===== config.mk =====
export PLATFORM = sky130hd
export DESIGN_NAME = operand_sequencer
export DESIGN_NICKNAME = d
export VERILOG_FILES = /design/src/rtl/operand_sequencer.sv
export SDC_FILE = /design/constraint.sdc
export NUM_CORES = 1
export LEC_CHECK = 0
export CAP_MARGIN = 20
export CORE_MARGIN = 2
export CORE_UTILIZATION = 40
export DETAILED_ROUTE_END_ITERATION = 12
export GPL_TIMING_DRIVEN = 0
export PLACE_DENSITY = 0.75
export SLEW_MARGIN = 20
export SYNTH_ARGS = -nofsm -noshare
export SYNTH_HDL_FRONTEND = slang
export SYNTH_SLANG_ARGS = --single-unit

===== constraint.sdc =====
create_clock -name CLK -period 1.55 [get_ports CLK]
set_input_delay 0.465 -clock CLK [delete_from_list [all_inputs] [get_ports CLK]]
set_output_delay 0.465 -clock CLK [all_outputs]
set_load 0.05 [all_outputs]

===== src/rtl/operand_sequencer.sv =====
// operand_sequencer: collects the A/B/C operand bytes plus an operation select,
// clears the downstream datapath for one cycle, lets it compute for
// RUN_CYCLES cycles, then captures and holds its result until it is consumed.
//
// state     | meaning
// ----------+------------------------------------------------------------
// S_COLLECT | accepting operand bytes A, B, C (din_ready high)
// S_CLEAR   | one cycle with dp_clr_n low to clear the datapath
// S_RUN     | datapath computing, RUN down-counter timing the window
// S_DONE    | res_valid high, waiting for res_ready
module operand_sequencer #(
  // legal range 1..15; the RUN window is timed by a 4-bit down-counter
  parameter int RUN_CYCLES = 3
) (
  input  logic       CLK,
  input  logic       Clr,
  input  logic [7:0] din,
  input  logic       din_valid,
  output logic       din_ready,
  input  logic       mode_in,
  output logic [7:0] A,
  output logic [7:0] B,
  output logic [7:0] C,
  output logic       E,
  output logic       dp_clr_n,
  output logic       busy,
  input  logic [7:0] res_in,
  output logic [7:0] res,
  output logic       res_valid,
  input  logic       res_ready
);

  typedef enum logic [1:0] {
    S_COLLECT = 2'd0,
    S_CLEAR   = 2'd1,
    S_RUN     = 2'd2,
    S_DONE    = 2'd3
  } state_t;

  // Counter holds the number of RUN cycles still to go after the current one.
  localparam logic [3:0] RUN_LOAD = 4'(RUN_CYCLES - 1);

  state_t     state_q, state_d;
  logic [1:0] idx_q, idx_d;
  logic [3:0] cnt_q, cnt_d;
  logic [7:0] a_q, b_q, c_q;
  logic       e_q;
  logic [7:0] res_q;
  logic       res_valid_q;

  logic accept;
  logic run_last;

  assign accept   = din_valid & din_ready;
  assign run_last = (state_q == S_RUN) && (cnt_q == 4'd0);

  // State, operand index and RUN counter registers.
  always_ff @(posedge CLK) begin
    if (Clr) begin
      state_q <= S_COLLECT;
      idx_q   <= 2'd0;
      cnt_q   <= 4'd0;
    end else begin
      state_q <= state_d;
      idx_q   <= idx_d;
      cnt_q   <= cnt_d;
    end
  end

  // Next-state decode.
  always_comb begin
    state_d = state_q;
    case (state_q)
      S_COLLECT: if (accept && (idx_q == 2'd2)) state_d = S_CLEAR;
      S_CLEAR:   state_d = S_RUN;
      S_RUN:     if (cnt_q == 4'd0) state_d = S_DONE;
      S_DONE:    if (res_ready) state_d = S_COLLECT;
      default:   state_d = S_COLLECT;
    endcase
  end

  // Operand index wraps A -> B -> C -> A; RUN counter loads while in CLEAR.
  always_comb begin
    idx_d = idx_q;
    cnt_d = cnt_q;
    if (accept) begin
      idx_d = (idx_q == 2'd2) ? 2'd0 : idx_q + 2'd1;
    end
    if (state_q == S_CLEAR) begin
      cnt_d = RUN_LOAD;
    end else if ((state_q == S_RUN) && (cnt_q != 4'd0)) begin
      cnt_d = cnt_q - 4'd1;
    end
  end

  // Handshake and datapath controls decoded from state alone.
  always_comb begin
    din_ready = 1'b0;
    busy      = 1'b0;
    dp_clr_n  = 1'b1;
    case (state_q)
      S_COLLECT: din_ready = 1'b1;
      S_CLEAR: begin
        busy     = 1'b1;
        dp_clr_n = 1'b0;
      end
      S_RUN:   busy = 1'b1;
      default: ;
    endcase
  end

  // Operand capture on accept; result capture at the end of RUN, held until consumed.
  always_ff @(posedge CLK) begin
    if (Clr) begin
      a_q         <= 8'd0;
      b_q         <= 8'd0;
      c_q         <= 8'd0;
      e_q         <= 1'b0;
      res_q       <= 8'd0;
      res_valid_q <= 1'b0;
    end else begin
      if (accept) begin
        case (idx_q)
          2'd0: begin
            a_q <= din;
            e_q <= mode_in;
          end
          2'd1:    b_q <= din;
          default: c_q <= din;
        endcase
      end
      if (run_last) begin
        res_q       <= res_in;
        res_valid_q <= 1'b1;
      end else if ((state_q == S_DONE) && res_ready) begin
        res_valid_q <= 1'b0;
      end
    end
  end

  assign A         = a_q;
  assign B         = b_q;
  assign C         = c_q;
  assign E         = e_q;
  assign res       = res_q;
  assign res_valid = res_valid_q;

endmodule


==> out/metrics.cfg, run 1 <==
[global_routing]
grt_max_degree = 13
grt_pass1_vias = 1344
grtUsageTotal_pct = 18.1
gr-total-overflow = 0
antenna_found_initial = 0
grt_pass1_wl_um = 6310

[yosys]
synthAdderAreaFrac_pct = 3.75
ys.flop_type = dfxtp_1
synth_top_cells_by_area = dfxtp_1 (50%), mux2i_1 (11%), nand2_1 (8.3%)
synth_largest_area_cell = dfxtp_1
yosys.area_share.simple_pct = 21.5
synthCells = 185
ys_seq_elements = 42
synth_compound_area_share_pct = 9.01
synth_top_cell_area_share_pct = 50.5
avgSynthCellArea_um2 = 9.01
synth.distinct_cells = 30
synth_edf_count = 0
netlist_area_mm2 = 0.00167
synth_fp_nets = 211
synth_mux_area_share_pct = 10.8
yosys.area_share.xor_xnor_pct = 0.526
synth_seq_area_share_pct = 50.5
synth_warnings = 0
synthArstFlopShare_pct = 0
synth_top_family_by_area = simple AND/OR/NAND/NOR gates

[routing]
ant_nets = 0
drc_errors = 0
first_pass_iters = 4
vias = 1475
drt_wl_total_um = 4200
drtIter0Drc = 55
vias_per_cell = 4.85
wl_per_cell_um = 13.8

[die]
die_w_um = 68.6
ios = 58
die_h_um = 68.6
core_mm2 = 0.00400
start_util_pct = 41.7
dieArea_mm2 = 0.00470
num_rows = 23

[clock_network]
clock-sinks = 42
cts-root-buf = clkbuf_8
clk_pin_slew_ps = 80
postCtsHoldBufs = 0
cts-buffers-inserted = 5
clock_path_buffers = 2
cts_htree_levels = 2
cts_tree = done
insertion_delay_ps = 290

[final_layout]
multiInputGateArea_um2 = 853
antenna_cells = 0
ff_latch_area_um2 = 851
nets = 280
fill_cells = 310
area_delta_synth_final_pct = 60.3
layout-drive-gt1-share_pct = 32.7

[sta]
timing.slew.headroom_pct = 63.9
holdWs_ps = 454
setup_viol = 3
final.period_utilization_pct = 104
hold_viol = 0
rsz0062_at_grt = yes
setup_slack_ps = -59.6
drv_slew = 0
tightestPinTransition_ps = 541
fin_setup_tns_ps = -68.6
min_period_ps = 1610
timing.fmax_mhz = 621
skew_ps = 9.41

[place]
place_ws_ps = -509
dp.final_hpwl_um = 2700
place.gp.congestion = 0.781
numPortBuffers = 55

[critical_path]
timing.rr.end = state_q[0]$_SDFFE_PP0P_
r2r_slack_ps = -10
max_stage_delay_ps = 390
critPathKind = flop to output port
rr_worst_depth = 5
cp_data_required_time_ps = 1080
cp-start-kind = flop
cp_cell_sequence = inv_4 > ha_4 > buf_8
crit_arrival_ps = 1140
endpoint_kind = output port
r2r-start = cnt_q[0]$_SDFFE_PP0P_
cp_slowest_cell = dfxtp_4
cp_max_fo = 3

[power_and_ir_drop]
finalPower_uw = 3440
power_per_cell_area_mw_per_mm2 = 1290
p_leak_uw = 0.00103
ir_drop_uv = 726

[run]
drv_cap = 0

[worst_hold_path]
hp-start = A[2]$_SDFFE_PP0P_
min_path_type = flop to flop
min_to = A[2]$_SDFFE_PP0P_
whs_path_depth = 2

[run_status]
outcome = finished, violations left
failed_checks = setup timing

-- power breakdown --
group | internal, µW | switching [µW]
clock | 515 | 365
sequential | 1190 | 87.9
combinational | 521 | 761
total | 2230 | 1210
-- flip-flops by register name, summed over array words and instances, names as in the netlist --
name,flops
B,8
res,8
idx_q,2
res_valid,1
E,1
A,8
C,8
cnt_q,4
state_q,2
-- cells in the mapped netlist (2+ instances only) --
master,count
nand2b_1,2
nand2_1,37
clkbuf_1,9
dfxtp_1,42
nor3_1,4
a21oi_1,21
inv_1,5
mux2i_1,18
ha_1,5
buf_2,2
nor2_1,20
nand3_1,2
-- per-layer routing --
layer	track usage [%]	vias to the layer above	wire [µm]
li1	-	751	-
met2	27.5	45	1960
met1	24.4	674	1930
met4	5.25	0	41
met5	0	-	0
met3	5.84	5	270
-- through the flow --
step	util, %	instance area, µm²	std cells
floorplan	-	1690	185
global placement	57.7	2310	290
detailed placement	57.7	2310	290
CTS	63.4	2540	299
global route	66.8	2670	304
finish	66.8	2670	304
-- area by class of cell --
class / count / share of cell area, %
buffer: 10 / 2.58
clock buffer: 6 / 3.09
clock inverter: 1 / 1.12
inverter: 5 / 0.984
multi-input combinational: 126 / 31.9
sequential: 42 / 31.9
tap: 50 / 2.34
timing repair buffer: 64 / 26.1
-- cell families after synthesis --
logic type | Yosys count
DFF | 42
buffers and inverters | 17
and+or+nand+nor | 76
xor gates and xnor gates | 1
muxes | 18
AOI/OAI and AO/OA | 26
adders and majority gates | 5
-- worst max path at each step --
stage / startpoint / depth (start not counted) / endpoint
final: state_q[0]$_SDFFE_PP0P_ / 3 / busy
after global routing: state_q[0]$_SDFFE_PP0P_ / 3 / busy
after CTS: cnt_q[0]$_SDFFE_PP0P_ / 5 / state_q[0]$_SDFFE_PP0P_
after detailed placement: state_q[1]$_SDFFE_PP0P_ / 4 / dp_clr_n
after global placement: state_q[1]$_SDFFE_PP0P_ / 4 / dp_clr_n
after floorplan: state_q[0]$_SDFFE_PP0P_ / 7 / res[0]$_SDFFE_PP0P_
-- critical path, delay by kind of cell (launching register included) --
kind / cells / cell delay (ps)
adders and majority gates: 1 / 270
buffers and inverters: 2 / 200
DFF: 1 / 390
-- layout by cell type, fill, tap and decap left out, types with 2 or more instances in the layout --
master	synthesis	final
mux2i_1	18	18
inv_4	0	3
ha_4	0	4
buf_6	0	3
a211oi_2	1	2
a21oi_1	21	20
clkdlybuf4s15_2	0	34
clkbuf_1	9	5
inv_2	0	2
dfxtp_4	0	2
clkdlybuf4s50_1	0	18
nand2b_1	2	2
clkbuf_8	0	6
nor2_1	20	20
dfxtp_2	0	2
nand2_1	37	37
buf_8	0	4
buf_4	0	8
dfxtp_1	42	38
nor3_1	4	3
-- what timing repair did --
item,CTS,global route
setup buffers,3,4
pin swaps,4,8
gates cloned,0,2
resized for setup,142,22
endpoints found under the setup margin,73,32
Power figures use the tool's default switching activity.
==> run 2: changes to the inputs <==
--- a/config.mk
+++ b/config.mk
@@ -5,9 +5,11 @@
 export SDC_FILE = /design/constraint.sdc
 export NUM_CORES = 1
 export LEC_CHECK = 0
+export ABC_AREA = 1
 export CAP_MARGIN = 20
 export CORE_MARGIN = 2
 export CORE_UTILIZATION = 40
+export CTS_CLUSTER_DIAMETER = 120
 export DETAILED_ROUTE_END_ITERATION = 12
 export GPL_TIMING_DRIVEN = 0
 export PLACE_DENSITY = 0.75
==> run 2 against run 1 <==
The flow still finishes with violations (setup timing). Hold slack better by 7.4 ps. First-iteration DRC count grew 13%. Utilization down 2.9 points. Synthesized area rose by 0.68%. Final area decreased by 3.6%. Sequential share of layout area grew 1.0 points. Fmax increased by 1.4%. Worst setup slack improved by 22 ps. Non-clock buffer count fell by 2. Largest power group is now combinational logic. Highest routed layer unchanged.
==> out/metrics.cfg, run 2 <==
[run_status]
outcome = finished, violations left
failed_checks = setup timing

[global_routing]
grt_max_degree = 14  ; +1
grt_pass1_vias = 1437  ; +6.9%
grtUsageTotal_pct = 19.4  ; +1.3 points
grt_pass1_wl_um = 6690  ; +5.9%
gr-total-overflow = 0  ; unchanged
antenna_found_initial = 0  ; unchanged

[yosys]
netlist_area_mm2 = 0.00168  ; +0.68%
synth_edf_count = 0  ; unchanged
yosys-top-cells-count = dfxtp_1 (42), nor2_1 (41), nand2_1 (39)
synth_warnings = 0  ; unchanged
synth.distinct_cells = 19  ; -37%
avgSynthCellArea_um2 = 7.59  ; -16%
synth_fp_nets = 247  ; +17%
synth_largest_area_cell = dfxtp_1
ys.flop_type = dfxtp_1
synthCells = 221  ; +19%
synth_most_common_cell = dfxtp_1
synth_seq_area_share_pct = 50.1  ; -0.34 points
synth_top_cells_by_area = dfxtp_1 (50%), nor2_1 (9.2%), nand2_1 (8.7%)
ys_seq_elements = 42  ; unchanged
synthArstFlopShare_pct = 0  ; unchanged
synth_top_cell_area_share_pct = 50.1  ; -0.34 points

[critical_path]
endpoint_kind = output port
cp_slowest_cell = dfxtp_4
timing.rr.end = res[2]$_SDFFE_PP0P_
max_stage_delay_ps = 380  ; about the same
cp_data_required_time_ps = 1080  ; about the same
cp_cell_sequence = inv_4 > ha_4 > buf_8
rr_worst_depth = 7  ; +2
crit_buf_inv = 2  ; unchanged
r2r-start = state_q[0]$_SDFFE_PP0P_
r2r_slack_ps = 150  ; +160 ps
critPathKind = flop to output port
cp_top_family = flip-flops
crit_arrival_ps = 1120  ; -20 ps
cp-start-kind = flop
cp_max_fo = 3  ; unchanged

[die]
dieArea_mm2 = 0.00473  ; +0.63%
start_util_pct = 41.6  ; about the same
num_rows = 23  ; unchanged
die_h_um = 68.8  ; +0.31%
die_w_um = 68.8  ; +0.31%
ios = 58  ; unchanged
core_mm2 = 0.00403  ; +0.72%

[place]
numPortBuffers = 57  ; +3.6%
dp.final_hpwl_um = 2920  ; +8.4%
place.gp.congestion = 0.848  ; +8.5%

[final_layout]
antenna_cells = 0  ; unchanged
layout_common_cells = nor2_1 (41), dfxtp_1 (40), nand2_1 (39)
nets = 320  ; +14%
final_common_cell = nor2_1
layout-drive-gt1-share_pct = 24.4  ; -8.3 points
area_delta_synth_final_pct = 53.5

[power_and_ir_drop]
p_leak_uw = 0.00106  ; +3.3%
finalPower_uw = 4480  ; +30%
ir_drop_uv = 1020  ; +40%
power_per_cell_area_mw_per_mm2 = 1740  ; +35%

[sta]
hold_viol = 0  ; unchanged
drv_slew = 0  ; unchanged
skew_ps = 8.55  ; -0.853 ps
setup_viol = 2  ; -1
rsz0062_at_grt = yes
final.period_utilization_pct = 102  ; -1.4 points
min_period_ps = 1590  ; -22.4 ps
timing.fmax_mhz = 630  ; +1.4%
timing.slew.headroom_pct = 67.1  ; +3.2 points
fin_setup_tns_ps = -65.5  ; +3.16 ps
setup_slack_ps = -37.1  ; +22.4 ps
tightestPinTransition_ps = 493  ; -48.1 ps

[clock_network]
insertion_delay_ps = 290  ; about the same
clk_pin_slew_ps = 80  ; about the same
cts_htree_levels = 2  ; unchanged
cts-root-buf = clkbuf_8
cts-buffers-inserted = 5  ; unchanged
clock-sinks = 42  ; unchanged
clock_path_buffers = 2  ; unchanged
cts_tree = done

[routing]
vias = 1638  ; +11%
drt_wl_total_um = 4250  ; +1.1%
drc_errors = 0  ; unchanged
ant_nets = 0  ; unchanged
drtIter0Drc = 62  ; +13%
wl_per_cell_um = 12.3  ; -11%
first_pass_iters = 4  ; unchanged
vias_per_cell = 4.75  ; -2.1%

[run]
drv_cap = 0  ; unchanged

[worst_hold_path]
whs_path_depth = 2  ; unchanged
hp-start = C[6]$_SDFFE_PP0P_
min_to = C[6]$_SDFFE_PP0P_
min_path_type = flop to flop

## run 2: per-layer routing
metal  up-vias  track usage, %  wire [µm]  share of wire, %
li1        856               -          -                 -
met1       726            23.8       1920                45
met2        50            30.2       1870                44
met3         6            8.60        410               9.6
met4         0            7.11         56               1.3
met5         -               0          0                 0
## run 2: worst max path at each step
stage                                        from  slack, ps  depth (start not counted)                end
after floorplan           state_q[0]$_SDFFE_PP0P_         80                          9  B[0]$_SDFFE_PP0P_
after global placement    state_q[1]$_SDFFE_PP0P_       -430                          4           dp_clr_n
after detailed placement  state_q[1]$_SDFFE_PP0P_       -440                          4           dp_clr_n
after CTS                 state_q[0]$_SDFFE_PP0P_        -50                          3               busy
after global routing      state_q[0]$_SDFFE_PP0P_        -80                          3               busy
final                     state_q[0]$_SDFFE_PP0P_        -40                          3               busy
## run 2: final cells by class
class,instances,area (µm²)
fill,371,1450
sequential,42,846
multi-input combinational,152,744
timing repair buffer,66,696
inverter,21,86.3
clock buffer,6,72.6
tap,50,62.6
clock inverter,2,37.5
buffer,6,30.0
## run 2: through the flow
| stage | setup slack, ps | cells | util, % | hold WS, ps | cell area (µm²) |
|---|---|---|---|---|---|
| 3_3_place_gp | -433 | 328 | 57.7 | 448 | 2320 |
| 2_1_floorplan | 83.2 | 221 | - | 442 | 1690 |
| 3_5_place_dp | -441 | 328 | 57.7 | 455 | 2320 |
| 4_1_cts | -49.7 | 342 | 62.8 | 466 | 2530 |
| 5_1_grt | -78.7 | 345 | 63.9 | 483 | 2570 |
| 6_report | -37.1 | 345 | 63.9 | 462 | 2570 |
## run 2: logic make-up after synthesis
family                   count (synthesis)  synth area share (%)
adder cells (fa/ha/maj)                  5                  3.73
AO/OA/AOI/OAI                           40                  12.1
buffers and inverters                   27                  6.26
AND/OR/NAND/NOR                        107                  27.8
flip-flops                              42                  50.1
## run 2: tightest hold or removal path, delay by kind of cell, from the launching register on
kind | cells | cell delay (ps)
flops | 1 | 320
simple gates | 1 | 60
compound gates | 1 | 50
## run 2: repair_timing
| item | CTS | global route |
|---|---|---|
| gates resized for setup | 129 | 12 |
| buffers inserted | 6 | 3 |
| pin swaps | 3 | 1 |
| endpoints found under the setup margin | 48 | 31 |
| hold buffers | 0 | 0 |
## run 2: report_power, final
group	switching (µW)	total, µW	internal (µW)
registers	139	1440	1300
logic	1400	2160	763
clock network	389	870	481
total	1930	4480	2550
==> run 3: changes to the inputs <==
--- a/config.mk
+++ b/config.mk
@@ -10,6 +10,7 @@
 export CORE_MARGIN = 2
 export CORE_UTILIZATION = 40
 export CTS_CLUSTER_DIAMETER = 120
+export CTS_CLUSTER_SIZE = 28
 export DETAILED_ROUTE_END_ITERATION = 12
 export GPL_TIMING_DRIVEN = 0
 export PLACE_DENSITY = 0.75
==> constraint.sdc (replaced) <==
create_clock -name CLK -period 1.55 [get_ports CLK]
set_input_delay 0.31 -clock CLK [delete_from_list [all_inputs] [get_ports CLK]]
set_output_delay 0.31 -clock CLK [all_outputs]
set_load 0.05 [all_outputs]
==> run 3 against run 2 <==
Non-clock buffer count shrank 5. Cell count shrank 1.4%. First-iteration DRC count shrank 18%. The run now ends clean. Routed wire length shrank 2.5%. Count of clock-buffer cells in the layout is the same. Largest power group unchanged. Fmax grew 6.0%. Register-to-register slack gained 20 ps. Combinational power shrank 8%. Critical path depth shrank 2. Hold slack lost 0.50 ps. Global-route usage shrank 0.24 points. Utilization shrank 3.4 points.
==> out/metrics.cfg, run 3 (same netlist as run 2, synthesis figures left out) <==
[final_layout]
layout-drive-gt1-share_pct = 10.3  ; -14 points
fin_cells = 340  ; -1.4%
area_delta_synth_final_pct = 45.2
antenna_cells = 0  ; unchanged
nets = 315  ; -1.6%
final_common_cell = nor2_1
layout_common_cells = nor2_1 (41), dfxtp_1 (40), nand2_1 (39)

[sta]
min_period_ps = 1500  ; -90.0 ps
fin_setup_tns_ps = 0  ; +65.5 ps
timing.slew.headroom_pct = 65.1  ; -2.1 points
setup_viol = 0  ; -2
drv_slew = 0  ; unchanged
skew_ps = 5.57  ; -2.99 ps
tightestPinTransition_ps = 526  ; +33.4 ps
hold_viol = 0  ; unchanged
final.period_utilization_pct = 96.6  ; -5.8 points
timing.fmax_mhz = 668  ; +6.0%
rsz0062_at_grt = no

[routing]
first_pass_iters = 4  ; unchanged
drt_wl_total_um = 4150  ; -2.5%
wl_per_cell_um = 12.2  ; -1.0%
vias_per_cell = 4.71  ; -0.70%
vias = 1603  ; -2.1%
drc_errors = 0  ; unchanged
drtIter0Drc = 51  ; -18%
ant_nets = 0  ; unchanged

[die]
dieArea_mm2 = 0.00473  ; unchanged
ios = 58  ; unchanged
num_rows = 23  ; unchanged
start_util_pct = 41.6  ; unchanged
die_h_um = 68.8  ; unchanged
core_mm2 = 0.00403  ; unchanged
die_w_um = 68.8  ; unchanged

[clock_network]
cts_tree = done
clk_pin_slew_ps = 80  ; about the same
cts_htree_levels = 2  ; unchanged
clock-sinks = 42  ; unchanged
cts-root-buf = clkbuf_8
cts-buffers-inserted = 5  ; unchanged
insertion_delay_ps = 300  ; about the same
clock_path_buffers = 2  ; unchanged

[power_and_ir_drop]
power_per_cell_area_mw_per_mm2 = 1750  ; +0.80%
finalPower_uw = 4270  ; -4.6%
ir_drop_uv = 1010  ; -0.51%
p_leak_uw = 0.00116  ; +9.3%

[critical_path]
rr_worst_depth = 9  ; +2
endpoint_kind = output port
cp_data_required_time_ps = 1240  ; +160 ps
cp_slowest_cell = dlygate4sd2_1
crit_arrival_ps = 1190  ; +70 ps
critPathKind = flop to output port
crit_buf_inv = 1  ; -1
path_depth = 1  ; -2
r2r_slack_ps = 170  ; +20 ps
cp_max_fo = 2  ; -1
cp-start-kind = flop
cp_cell_sequence = dlygate4sd2_1
r2r-start = state_q[1]$_SDFFE_PP0P_
timing.rr.end = B[6]$_SDFFE_PP0P_
max_stage_delay_ps = 550  ; +170 ps
cp_top_family = buffers and inverters

[place]
numPortBuffers = 57  ; unchanged
post-place-cells = 328  ; unchanged
dp.final_hpwl_um = 2920  ; unchanged
place.gp.congestion = 0.848  ; unchanged

[global_routing]
grt_pass1_wl_um = 6590  ; -1.5%
grt_max_degree = 14  ; unchanged
gr-total-overflow = 0  ; unchanged
grtUsageTotal_pct = 19.2  ; -0.24 points
antenna_found_initial = 0  ; unchanged
grt_pass1_vias = 1399  ; -2.6%

[run]
drv_cap = 0  ; unchanged

[worst_hold_path]
min_path_type = flop to flop
hp-start = C[7]$_SDFFE_PP0P_
whs_path_depth = 2  ; unchanged
min_to = C[7]$_SDFFE_PP0P_

[run_status]
outcome = finished clean

[run 3: power by group]
part           leakage (µW)  internal (µW)  switching, µW  total [µW]
Clock             0.0000514            481            383         863
Combinational      0.000768            601           1380        1980
Sequential         0.000343           1300            131        1430
[run 3: metal layers]
layer	share of wire [%]	wire length [µm]	global-route usage (%)	up-vias
met1	47	1960	23.7	704
met5	0	0	0	-
li1	-	-	-	848
met2	42	1750	29.6	46
met3	9.4	389	8.77	5
met4	0.99	41	6.62	0
[run 3: worst max-delay path by stage]
| stage | start | end | slack [ps] |
|---|---|---|---|
| 2_1_floorplan | state_q[0]$_SDFFE_PP0P_ | B[0]$_SDFFE_PP0P_ | 80 |
| 3_3_place_gp | state_q[1]$_SDFFE_PP0P_ | dp_clr_n | -280 |
| 3_5_place_dp | state_q[1]$_SDFFE_PP0P_ | dp_clr_n | -290 |
| 4_1_cts | state_q[0]$_SDFFE_PP0P_ | res[2]$_SDFFE_PP0P_ | 20 |
| 5_1_grt | C[0]$_SDFFE_PP0P_ | C[0] | 0.6 |
| 6_report | C[0]$_SDFFE_PP0P_ | C[0] | 50 |
[run 3: tightest hold or removal path, delay by kind of cell, from the launching register on]
family           cells  cell delay, ps
AO/OA/AOI/OAI        1              50
AND/OR/NAND/NOR      1              60
flip-flops           1             310
[run 3: through the flow]
stage	instance area [µm²]	setup WS [ps]	hold WS, ps	utilization, %
after global placement	2320	-278	448	57.7
after floorplan	1690	83.2	442	-
final	2440	52.9	461	60.5
after detailed placement	2320	-286	455	57.7
after global routing	2440	0.590	480	60.5
after CTS	2420	17.9	463	60.1
[run 3: what timing repair did]
action / CTS / global route
hold buffers: 0 / 0
setup endpoints to repair: 47 / 30
gates resized for setup: 54 / 11
pin swaps: 2 / 0
buffers inserted: 4 / 0
[run 3: cell type report]
type,instances,area (µm²)
Clock buffer,6,72.6
Timing Repair Buffer,61,559
Tap cell,50,62.6
Multi-Input combinational cell,152,749
Clock inverter,2,37.5
Inverter,21,83.8
Buffer,6,27.5
Fill cell,401,1590
Sequential cell,42,843
